===== config.mk =====
export PLATFORM = sky130hd
export DESIGN_NAME = i2c_target
export DESIGN_NICKNAME = d
export VERILOG_FILES = /design/src/rtl/i2c_target.sv
export SDC_FILE = /design/constraint.sdc
export NUM_CORES = 1
export LEC_CHECK = 0
export ABC_CLOCK_PERIOD_IN_PS = 3500
export BUFFER_PORTS_ARGS = -buffer_cell sky130_fd_sc_hd__buf_2
export CELL_PAD_IN_SITES_DETAIL_PLACEMENT = 1
export CELL_PAD_IN_SITES_GLOBAL_PLACEMENT = 2
export CORE_MARGIN = 2
export CORE_UTILIZATION = 40
export DETAILED_ROUTE_END_ITERATION = 6
export GPL_TIMING_DRIVEN = 0
export PLACE_DENSITY_LB_ADDON = 0.1
export SYNTH_ARGS = -nofsm -noshare
export SYNTH_HDL_FRONTEND = slang
export SYNTH_SLANG_ARGS = --single-unit

===== constraint.sdc =====
create_clock -name clk -period 3.5 [get_ports clk]
set_clock_uncertainty 0.2 [all_clocks]
set_input_delay 0.7 -clock clk [delete_from_list [all_inputs] [get_ports clk]]
set_output_delay 0.7 -clock clk [all_outputs]
set_load 0.02 [all_outputs]

===== src/rtl/i2c_target.sv =====
// i2c_target: I2C target with fixed 7-bit address, ACKed writes and served reads; optional glitch filter via I2C_TARGET_GLITCH_FILTER_EN
module i2c_target #(
  parameter logic [6:0] SLAVE_ADDR = 7'h42,
  parameter int         FILTER_LEN = 3
) (
  input  logic       clk,
  input  logic       rst_n,
  input  logic       scl_i,
  input  logic       sda_i,
  output logic       sda_oe,
  output logic [7:0] rx_data,
  output logic       rx_valid,
  input  logic [7:0] tx_data,
  output logic       tx_next,
  output logic       rw,
  output logic       busy
);
  typedef enum logic [2:0] {IDLE, ADDR, ADDR_ACK, RX, RX_ACK, TX, TX_ACK, WAIT_STOP} state_t;
  logic [1:0] scl_sync_q, sda_sync_q;
  logic       scl_s, sda_s, scl_prev_q, sda_prev_q;
  logic       scl_rise, scl_fall, start_c, stop_c;
  state_t     state_q;
  logic [2:0] cnt_q;
  logic [7:0] sr_q, rx_data_q;
  logic       done_q, sda_oe_q, rx_valid_q, tx_next_q, rw_q, busy_q;
  // two-flop synchronisers on the asynchronous pads, idle-high
  always_ff @(posedge clk or negedge rst_n)
    if (!rst_n) begin
      scl_sync_q <= 2'b11;
      sda_sync_q <= 2'b11;
    end else begin
      scl_sync_q <= {scl_sync_q[0], scl_i};
      sda_sync_q <= {sda_sync_q[0], sda_i};
    end
`ifdef I2C_TARGET_GLITCH_FILTER_EN
  localparam int CW = $clog2(FILTER_LEN + 1);
  logic [CW-1:0] scl_cnt_q, sda_cnt_q;
  logic          scl_f_q, sda_f_q;
  // filtered level follows the synced input only after FILTER_LEN equal samples
  always_ff @(posedge clk or negedge rst_n)
    if (!rst_n) begin
      scl_cnt_q <= '0;
      sda_cnt_q <= '0;
      scl_f_q   <= 1'b1;
      sda_f_q   <= 1'b1;
    end else begin
      if (scl_sync_q[1] == scl_f_q) scl_cnt_q <= '0;
      else if (scl_cnt_q == CW'(FILTER_LEN - 1)) begin
        scl_f_q   <= scl_sync_q[1];
        scl_cnt_q <= '0;
      end else scl_cnt_q <= scl_cnt_q + 1'b1;
      if (sda_sync_q[1] == sda_f_q) sda_cnt_q <= '0;
      else if (sda_cnt_q == CW'(FILTER_LEN - 1)) begin
        sda_f_q   <= sda_sync_q[1];
        sda_cnt_q <= '0;
      end else sda_cnt_q <= sda_cnt_q + 1'b1;
    end
  assign scl_s = scl_f_q;
  assign sda_s = sda_f_q;
`else
  logic unused_filter_len;
  assign unused_filter_len = (FILTER_LEN != 0);
  assign scl_s = scl_sync_q[1];
  assign sda_s = sda_sync_q[1];
`endif
  // delayed copy of the conditioned lines for edge detection
  always_ff @(posedge clk or negedge rst_n)
    if (!rst_n) begin
      scl_prev_q <= 1'b1;
      sda_prev_q <= 1'b1;
    end else begin
      scl_prev_q <= scl_s;
      sda_prev_q <= sda_s;
    end
  assign scl_rise = scl_s & ~scl_prev_q;
  assign scl_fall = ~scl_s & scl_prev_q;
  assign start_c  = scl_s & scl_prev_q & sda_prev_q & ~sda_s;
  assign stop_c   = scl_s & scl_prev_q & ~sda_prev_q & sda_s;
  // protocol FSM: bits sampled on SCL rise, SDA driven only after SCL fall
  always_ff @(posedge clk or negedge rst_n)
    if (!rst_n) begin
      state_q    <= IDLE;
      cnt_q      <= '0;
      sr_q       <= '0;
      done_q     <= 1'b0;
      sda_oe_q   <= 1'b0;
      rx_data_q  <= '0;
      rx_valid_q <= 1'b0;
      tx_next_q  <= 1'b0;
      rw_q       <= 1'b0;
      busy_q     <= 1'b0;
    end else begin
      rx_valid_q <= 1'b0;
      tx_next_q  <= 1'b0;
      if (start_c || stop_c) begin
        state_q  <= start_c ? ADDR : IDLE;
        cnt_q    <= '0;
        done_q   <= 1'b0;
        sda_oe_q <= 1'b0;
        busy_q   <= 1'b0;
      end else begin
        case (state_q)
          ADDR:
            if (scl_rise) begin
              sr_q   <= {sr_q[6:0], sda_s};
              cnt_q  <= cnt_q + 3'd1;
              done_q <= (cnt_q == 3'd7);
            end else if (scl_fall && done_q) begin
              done_q <= 1'b0;
              if (sr_q[7:1] == SLAVE_ADDR) begin
                state_q  <= ADDR_ACK;
                sda_oe_q <= 1'b1;
                rw_q     <= sr_q[0];
                busy_q   <= 1'b1;
              end else state_q <= WAIT_STOP;
            end
          ADDR_ACK:
            if (scl_fall) begin
              cnt_q <= '0;
              if (rw_q) begin
                sr_q      <= tx_data;
                tx_next_q <= 1'b1;
                sda_oe_q  <= ~tx_data[7];
                state_q   <= TX;
              end else begin
                sda_oe_q <= 1'b0;
                state_q  <= RX;
              end
            end
          RX:
            if (scl_rise) begin
              sr_q  <= {sr_q[6:0], sda_s};
              cnt_q <= cnt_q + 3'd1;
              if (cnt_q == 3'd7) begin
                rx_data_q  <= {sr_q[6:0], sda_s};
                rx_valid_q <= 1'b1;
                done_q     <= 1'b1;
              end
            end else if (scl_fall && done_q) begin
              done_q   <= 1'b0;
              sda_oe_q <= 1'b1;
              state_q  <= RX_ACK;
            end
          RX_ACK:
            if (scl_fall) begin
              sda_oe_q <= 1'b0;
              cnt_q    <= '0;
              state_q  <= RX;
            end
          TX:
            if (scl_fall) begin
              cnt_q <= cnt_q + 3'd1;
              if (cnt_q == 3'd7) begin
                sda_oe_q <= 1'b0;
                state_q  <= TX_ACK;
              end else begin
                sda_oe_q <= ~sr_q[6];
                sr_q     <= {sr_q[6:0], 1'b0};
              end
            end
          TX_ACK:
            if (scl_rise && sda_s) begin
              state_q <= WAIT_STOP;
              busy_q  <= 1'b0;
            end else if (scl_fall) begin
              sr_q      <= tx_data;
              tx_next_q <= 1'b1;
              sda_oe_q  <= ~tx_data[7];
              cnt_q     <= '0;
              state_q   <= TX;
            end
          IDLE, WAIT_STOP: sda_oe_q <= 1'b0;
          default: state_q <= IDLE;
        endcase
      end
    end
  assign sda_oe   = sda_oe_q;
  assign rx_data  = rx_data_q;
  assign rx_valid = rx_valid_q;
  assign tx_next  = tx_next_q;
  assign rw       = rw_q;
  assign busy     = busy_q;
endmodule


==> qor.yml <==
final_layout:
  post-route-util_pct: 47.87
  drive_gt1_share_pct: 30.65
  areaGrowthSynthToFinish_pct: 14.82
  antenna_cells: 0
  fin_area_mm2: 0.002085
  fin_nets: 212
timing:
  layout_min_cycle_time_ns: 2.339
  hold_violations: 0
  relSlewSlack_pct: 48.58
  fin_crit_sh_pct: 66.82
  maxClockFrequency_mhz: 427.6
  rsz0062_at_grt: "false"
  tightestPinTransition_ns: 0.7713
  tns_ns: 0
  maxSlewViolCount: 0
  finalSetupViolCount: 0
  finalHoldWorstSlack_ns: 0.1603
clocking:
  clock-sinks: 34
  cts.path.max_buffers: 2
  cts_tree: "yes"
  cts-root-buf: "clkbuf_8"
  post_cts_resized: 0
  cts_buffers: 5
  post_cts_buffers: 0
  clkLatencyLatePin_ns: 0.28
  clkTransAtPathRegs_ns: 0.07
  cts-htree-levels: 2
  hold_buffers: 0
yosys:
  synth_common_cells: "28 x dfrtp_1, 19 x nor2_1, 14 x a21oi_1"
  synth_top_area_share_pct: 38.59
  synth.most_common_cell: "dfrtp_1"
  ys.flop_type: "dfrtp_1"
  ys_seq_elements: 34
  syn-num-nets: 181
  synth_edf_count: 0
  synth_area_leaders: "dfrtp_1 39%, dfstp_2 8.7%, mux2_1 5.6%"
  syn_area_per_cell_um2: 10.87
  synth_warnings: 0
  synth_area_leader_cell: "dfrtp_1"
  ys_types: 44
  async_flop_share_pct: 100.0
  syn-cell-area_mm2: 0.001815
  ys_seq_area_share_pct: 47.28
  netlist_instances: 167
placed_design:
  portBuffers: 24
  hpwlAfterDp_mm: 3.207
  post_dp_cell_area_mm2: 0.002001
  gp_congestion: 0.8466
floorplan:
  num_io_pins: 25
  die_w_um: 71.37
  die_h_um: 71.37
  num_rows: 24
  core_area_mm2: 0.004354
  die_area_mm2: 0.005094
  start_util_pct: 41.70
pwr:
  combPwrFrac_pct: 47.7
  seq_power_share_pct: 35.6
  p_leak_uw: 0.0009940
  switchingPower_uw: 675.8
  p_per_area_mw_per_mm2: 806.4
  peakVddDrop_v: 0.0003984
  p_clk_share_pct: 16.7
  internal_power_uw: 1005
  switching_share_pct: 40.20
critical_path:
  crit_arrival_ns: 2.35
  critPathMaxFanout: 10
  end_kind: "register"
  crit_required_ns: 3.51
  critPathLaunchType: "register"
  worstSetupPathType: "reg -> reg"
routing:
  num_vias: 1363
  drc: 0
  first_pass_iters: 4
  wire_per_inst_um: 17.02
  first_iter_violations: 48
  wl_mm: 4.271
  vias_per_cell: 5.430
  drtAntennaViolNets: 0
grt:
  grt_pass1_vias: 1452
  antenna_found_initial: 0
  grt_pass1_wl_mm: 7.265
  overflow: 0
  grt_max_degree: 35
  grt.total_usage_pct: 18.39
run_status:
  outcome: "complete, no violations"
job:
  maxCapViolCount: 0
worst_hold_path:
  hp-class: "reg -> reg"
==> layer usage <==
| metal | global-route usage, % | share of wire, % | vias up |
|---|---|---|---|
| met3 | 4.360 | 2.8 | 0 |
| met4 | 3.983 | 0 | 0 |
| met1 | 24.05 | 46 | 687 |
| li1 | - | - | 656 |
| met5 | 0 | 0 | - |
| met2 | 31.17 | 51 | 20 |
==> worst max-delay path, cell delays in order, from the launching register on <==
cell and delay [ns]:
dfrtp_1 0.40, ha_1 0.20, ha_1 0.28, nor3b_1 0.22
nor4b_1 0.09, a221oi_2 0.46, buf_4 0.27, nor2_1 0.05
a21oi_1 0.11
==> per-stage QoR <==
| stage | setup slack [ns] | total power (uW) | std cells |
|---|---|---|---|
| detailed placement | 1.117 | 1419 | 243 |
| floorplan | 1.474 | 1212 | 167 |
| global route | 0.8694 | 1831 | 251 |
| CTS | 1.097 | 1710 | 251 |
| finish | 1.161 | 1681 | 251 |
| global placement | 1.155 | 1388 | 243 |
==> cell usage in the layout (no fill, tap or decap), drive strengths merged, types with 2 or more instances in the layout <==
| cell type | synthesis | final |
|---|---|---|
| dfrtp | 28 | 28 |
| and3 | 2 | 2 |
| clkbuf | 0 | 7 |
| a21oi | 14 | 14 |
| mux2i | 9 | 9 |
| o31ai | 2 | 2 |
| dfstp | 6 | 6 |
| nor3b | 3 | 3 |
| a221oi | 3 | 3 |
| a31oi | 3 | 3 |
| mux2 | 14 | 14 |
| inv | 6 | 6 |
| nor2b | 2 | 2 |
| nor3 | 2 | 2 |
| nor4b | 2 | 2 |
| ha | 2 | 2 |
| and2b | 2 | 2 |
| nand2b | 2 | 2 |
| nand2 | 8 | 8 |
| xnor2 | 2 | 2 |
| o221ai | 2 | 2 |
| buf | 9 | 33 |
| nand3 | 7 | 7 |
| nor2 | 20 | 20 |
| o21ai | 7 | 7 |
==> power by group through the flow <==
stage | registers [uW] | clock network, uW | logic [uW]
CTS | 600 | 295 | 815
finish | 598 | 280 | 803
global route | 615 | 313 | 903
detailed placement | 607 | 0 | 812
global placement | 598 | 0 | 790
floorplan | 593 | 0 | 619
==> cell families (layout without fill, tap and decap cells) <==
logic type | after synthesis | count (layout) | share of synthesized area, %
compound gates | 37 | 37 | 13.99
xor+xnor | 3 | 3 | 1.448
flops | 34 | 34 | 47.28
fa+ha+maj | 2 | 2 | 1.378
mux | 23 | 23 | 13.65
simple gates | 53 | 53 | 16.54
buf+inv | 15 | 47 | 5.720
==> state kept, by name (all words and copies together) (netlist names), 2 cells and up <==
signal / flops
scl_sync_q: 2
rx_data: 8
cnt_q: 3
sda_sync_q: 2
sr_q: 8
state_q: 3
==> final cells by class <==
cell class | instances | area [um2]
Buffer | 9 | 81.33
Clock buffer | 7 | 76.32
Clock inverter | 1 | 7.507
Fill cell | 492 | 2270
Inverter | 6 | 22.52
Multi-Input combinational cell | 118 | 853.3
Sequential cell | 34 | 858.3
Tap cell | 52 | 65.06
Timing Repair Buffer | 24 | 120.1
==> path summary, 6_finish.rpt <==
kind                          startpoint       endpoint  slack [ns]  cells past startpoint
max                             cnt_q[0]        sr_q[3]        1.16                      8
max reg2reg                     cnt_q[0]        sr_q[3]        1.16                      8
max in group asynchronous          rst_n        sr_q[1]        2.32                      1
min in group asynchronous          rst_n     state_q[1]        0.29                      1
min reg2reg                sda_sync_q[0]  sda_sync_q[1]        0.16                      0
min                        sda_sync_q[0]  sda_sync_q[1]        0.16                      0
Note: power is estimated with default switching activity, not from simulation.
